## src/rtl/uart_tx_cfg.sv

```systemverilog
// uart_tx_cfg: parameterised UART transmitter (start, DATA_BITS payload LSB first, optional parity, 1-2 stop bits)
// Ports:
//   i_clk       - clock, rising edge
//   i_rst_n     - synchronous active-low reset
//   i_tx_dv     - transmit request, taken when o_tx_ready is high
//   i_tx_data   - payload word, captured on acceptance
//   o_tx_ready  - high in IDLE when a request will be accepted
//   o_tx_serial - serial line, idle high
//   o_tx_active - high while a frame is on the line
//   o_tx_done   - one-cycle pulse in the first IDLE cycle after STOP
module uart_tx_cfg #(
    parameter int CLKS_PER_BIT = 868,
    parameter int DATA_BITS    = 8,
    parameter int PARITY       = 0,
    parameter int STOP_BITS    = 1
) (
    input  logic                 i_clk,
    input  logic                 i_rst_n,
    input  logic                 i_tx_dv,
    input  logic [DATA_BITS-1:0] i_tx_data,
    output logic                 o_tx_ready,
    output logic                 o_tx_serial,
    output logic                 o_tx_active,
    output logic                 o_tx_done
);
    localparam int TW = $clog2(CLKS_PER_BIT) + 1;
    localparam int IW = $clog2(DATA_BITS);
    localparam logic [TW-1:0] T_LAST = TW'(CLKS_PER_BIT - 1);
    localparam logic [IW-1:0] D_LAST = IW'(DATA_BITS - 1);
    localparam logic [IW-1:0] S_LAST = IW'(STOP_BITS - 1);

    typedef enum logic [2:0] {S_IDLE, S_START, S_DATA, S_PAR, S_STOP} state_t;

    state_t                 state, state_n;
    logic [TW-1:0]          timer, timer_n;
    logic [IW-1:0]          idx, idx_n;
    logic [DATA_BITS-1:0]   data_q, data_n;
    logic                   last, par_bit, serial_n;

    assign last    = timer == T_LAST;
    // even parity is the XOR of the payload; odd mode inverts it
    assign par_bit = ^data_q ^ (PARITY == 1);

    always_comb begin
        state_n = state;
        timer_n = timer + 1'b1;
        idx_n   = idx;
        data_n  = data_q;
        case (state)
            S_IDLE: begin
                timer_n = '0;
                if (i_tx_dv && o_tx_ready) begin
                    state_n = S_START;
                    data_n  = i_tx_data;
                end
            end
            S_START: if (last) begin
                timer_n = '0;
                idx_n   = '0;
                state_n = S_DATA;
            end
            S_DATA: if (last) begin
                timer_n = '0;
                idx_n   = idx == D_LAST ? '0 : idx + 1'b1;
                if (idx == D_LAST) state_n = PARITY != 0 ? S_PAR : S_STOP;
            end
            S_PAR: if (last) begin
                timer_n = '0;
                state_n = S_STOP;
            end
            S_STOP: if (last) begin
                // idx counts stop bits here so the timer stays within one bit period
                timer_n = '0;
                idx_n   = idx == S_LAST ? '0 : idx + 1'b1;
                if (idx == S_LAST) state_n = S_IDLE;
            end
            default: state_n = S_IDLE;
        endcase
        // line level is computed for the coming state so the output is a plain register
        serial_n = state_n == S_START ? 1'b0 :
                   state_n == S_DATA  ? data_q[idx_n] :
                   state_n == S_PAR   ? par_bit : 1'b1;
    end

    always_ff @(posedge i_clk) begin
        if (!i_rst_n) begin
            state       <= S_IDLE;
            timer       <= '0;
            idx         <= '0;
            data_q      <= '0;
            o_tx_serial <= 1'b1;
            o_tx_active <= 1'b0;
            o_tx_done   <= 1'b0;
            o_tx_ready  <= 1'b0;
        end else begin
            state       <= state_n;
            timer       <= timer_n;
            idx         <= idx_n;
            data_q      <= data_n;
            o_tx_serial <= serial_n;
            o_tx_active <= state_n != S_IDLE;
            o_tx_done   <= state == S_STOP && state_n == S_IDLE;
            o_tx_ready  <= state_n == S_IDLE;
        end
    end
endmodule

```

## config.mk

```make
export PLATFORM = sky130hd
export DESIGN_NAME = uart_tx_cfg
export DESIGN_NICKNAME = d
export VERILOG_FILES = /design/src/rtl/uart_tx_cfg.sv
export SDC_FILE = /design/constraint.sdc
export NUM_CORES = 1
export LEC_CHECK = 0
export ABC_AREA = 1
export CORE_UTILIZATION = 35
export CTS_CLUSTER_SIZE = 20
export DETAILED_ROUTE_END_ITERATION = 10
export GPL_ROUTABILITY_DRIVEN = 0
export PLACE_DENSITY = 0.59
export SETUP_SLACK_MARGIN = 0.3
export SLEW_MARGIN = 20
export SYNTH_ARGS = -nofsm -noshare
export SYNTH_HDL_FRONTEND = slang
export SYNTH_SLANG_ARGS = --single-unit
```

## constraint.sdc

```tcl
create_clock -name i_clk -period 2.85 [get_ports i_clk]
set_input_delay 0.57 -clock i_clk [delete_from_list [all_inputs] [get_ports i_clk]]
set_output_delay 0.57 -clock i_clk [all_outputs]
set_load 0.02 [all_outputs]
```

==> impl_metrics.json <==
{
  "status": "completed",
  "cts_tree": "built",
  "drive_above_1_share_pct": 15.2,
  "slew_headroom_pct": 73.9,
  "htreeDepth": 2,
  "cts.sinks": 29,
  "setup_ws_ns": 1.01,
  "async_flop_share_pct": 0,
  "critical_path_class": "register to register",
  "holdWs_ns": 0.485,
  "start_util_pct": 37.4,
  "clockBufferDepth": 2,
  "ioPinCount": 15,
  "maxCapViolCount": 0,
  "slowest_stage": "dfxtp_1",
  "mostFrequentLayoutCells": "37 x nand2_1, 29 x dfxtp_1, 24 x inv_1",
  "fp.coreArea_mm2": 0.00409,
  "clk_latency_ns": 0.28,
  "seqPwrFrac_pct": 41.2,
  "dr.pass1.iters": 4,
  "synth_ff_type": "dfxtp_1",
  "fillers": 439,
  "ctsRootBufferMaster": "clkbuf_8",
  "whs_path_depth": 1,
  "die_area_mm2": 0.00463,
  "die_h_um": 68.1,
  "vias": 1284,
  "antenna_found_initial": 0,
  "rr_worst_depth": 14,
  "syn_to_final_growth_pct": 22.7,
  "row_count": 23,
  "finalNonFillerCells": 280,
  "cts_resized": 0,
  "crit_arrival_ns": 2.02,
  "critPathBufInv": 1,
  "worst_pin_slew_ns": 0.388,
  "power.share.clock_pct": 48.7,
  "pwr-share-comb_pct": 10.1,
  "cp_top_family": "simple AND/OR/NAND/NOR gates",
  "ant_nets": 0,
  "avgRoutedWirePerCell_um": 9.95,
  "mostFrequentLayoutCell": "nand2_1",
  "internal_power_w": 0.000820,
  "seq_area_frac_synth_pct": 38.0,
  "slew_violations": 0,
  "max_stage_delay_ns": 0.40,
  "setup_viol": 0,
  "clk_pin_slew_ns": 0.07,
  "rsz0062_at_grt": "no",
  "synth-seq-cells": 29,
  "grt-ovfl-total": 0,
  "placed_cells": 272,
  "switching_share_pct": 21.3,
  "syn_area_per_cell_um2": 7.34,
  "placed_cell_area_mm2": 0.00174,
  "cp.required_ns": 3.03,
  "cts_made_buffers": 5,
  "fin_tns_setup_ns": 0,
  "drc": 0,
  "hold_buffers": 0,
  "port_buffers": 14,
  "min_period_over_period_pct": 64.4,
  "cp-start-kind": "register",
  "drt_iter0_drc": 65,
  "grt_pass1_wl_um": 4890,
  "dpl.hpwl_um": 2170,
  "vias_per_cell": 4.59,
  "skew_ns": 0.00803,
  "post-cts-setup-buffers": 0,
  "yosysWarnings": 0,
  "crit_fanout": 6,
  "track_usage_pct": 14.5,
  "finalHoldViolations": 0,
  "drt-total-wl_um": 2790,
  "fmax_mhz": 545,
  "diodes": 0,
  "cellPowerDensity_mw_per_mm2": 556,
  "path_depth": 14,
  "final_cell_area_mm2": 0.00187,
  "finalCriticalPeriod_ns": 1.84,
  "yosysUniqueCellTypes": 31,
  "power.switching_w": 0.000222,
  "nNetsFinal": 244,
  "worst_setup_path_end_kind": "register",
  "grt_max_degree": 18,
  "hold_path_class": "register to register",
  "dp_slack_ns": 0.790,
  "syn_inst": 208,
  "crit_chain": "ha_1, nand2_1, nor2_4, nand3_4, clkinv_4, nand2_2, nand2_2, nand2_4, nand2_4, nand2_1, nand3_1, nand3_1, nand3_1, nand2_1",
  "synth_nets": 223,
  "leakagePower_nw": 0.806,
  "grt_pass1_vias": 1164,
  "synth_edf_count": 0,
  "die_w_um": 68.1,
  "syn_area_mm2": 0.00153,
  "ir_drop_mv": 0.283
}
worst reg2reg max path: stages (launching register included):
cell      delay [ns]
dfxtp_1         0.40
ha_1            0.25
nand2_1         0.11
nor2_4          0.15
nand3_4         0.13
clkinv_4        0.09
nand2_2         0.05
nand2_2         0.07
nand2_4         0.08
nand2_4         0.08
nand2_1         0.05
nand3_1         0.07
nand3_1         0.09
nand3_1         0.10
nand2_1         0.05
stage by stage:
step | utilization [%] | total power, W
3_5_place_dp | 42.6 | 0.000545
3_3_place_gp | 42.6 | 0.000544
4_1_cts | 45.9 | 0.00106
2_1_floorplan | - | 0.000507
6_report | 45.9 | 0.00104
5_1_grt | 45.9 | 0.00109
per-layer routing:
metal  track usage, %  wire (µm)
met1             18.6       1460
met2             21.3       1180
met3             4.50         89
met4             7.81         64
met5                0          0
synthesized netlist by cell type, types with 5 or more instances:
library cell  count  area, µm²
nand2_2           8       50.1
nand2_1          37        139
inv_1            24       90.1
a21oi_1          16       80.1
xnor2_1           6       52.6
dfxtp_1          29        581
o21ai_0           9       45.0
nor3_1            5       25.0
xor2_1            5       43.8
nor2_1           20       75.1
nand3_1          14       70.1
sequential cells by signal, summed over array words and instances (netlist names):
signal       cells
state            3
data_q           8
o_tx_ready       1
o_tx_serial      1
idx              3
o_tx_done        1
timer           11
o_tx_active      1
power by group through the flow:
stage               Clock (W)  Combinational, W  Sequential, W
detailed placement          0          0.000106       0.000439
CTS                  0.000521          0.000107       0.000430
global placement            0          0.000105       0.000438
floorplan                   0         0.0000653       0.000442
finish               0.000507          0.000106       0.000429
global route         0.000535          0.000121       0.000431
final timing paths:
path | slack [ns] | startpoint | to
setup / recovery | 1.01 | timer[0] | o_tx_serial
hold reg to reg | 0.48 | timer[0] | timer[0]
hold / removal | 0.48 | timer[0] | timer[0]
setup reg to reg | 1.01 | timer[0] | o_tx_serial
logic make-up after synthesis:
group	Yosys count	share of synthesized area (%)
AO/OA/AOI/OAI	28	9.66
XOR/XNOR	11	6.31
adder cells (fa/ha/maj)	4	3.28
buffers and inverters	34	8.76
flip-flops	29	38.0
AND/OR/NAND/NOR	102	34.0
layout make-up:
cell class                 instances  area (µm²)  share of cell area, %
inverter                          31         121                   6.48
multi-input combinational        145         813                   43.4
tap                               50        62.6                   3.34
clock buffer                       5        68.8                   3.67
timing repair buffer              17         163                   8.68
sequential                        29         581                   31.0
clock inverter                     3        65.1                   3.47
No activity file was read; power rests on OpenSTA's default activity.
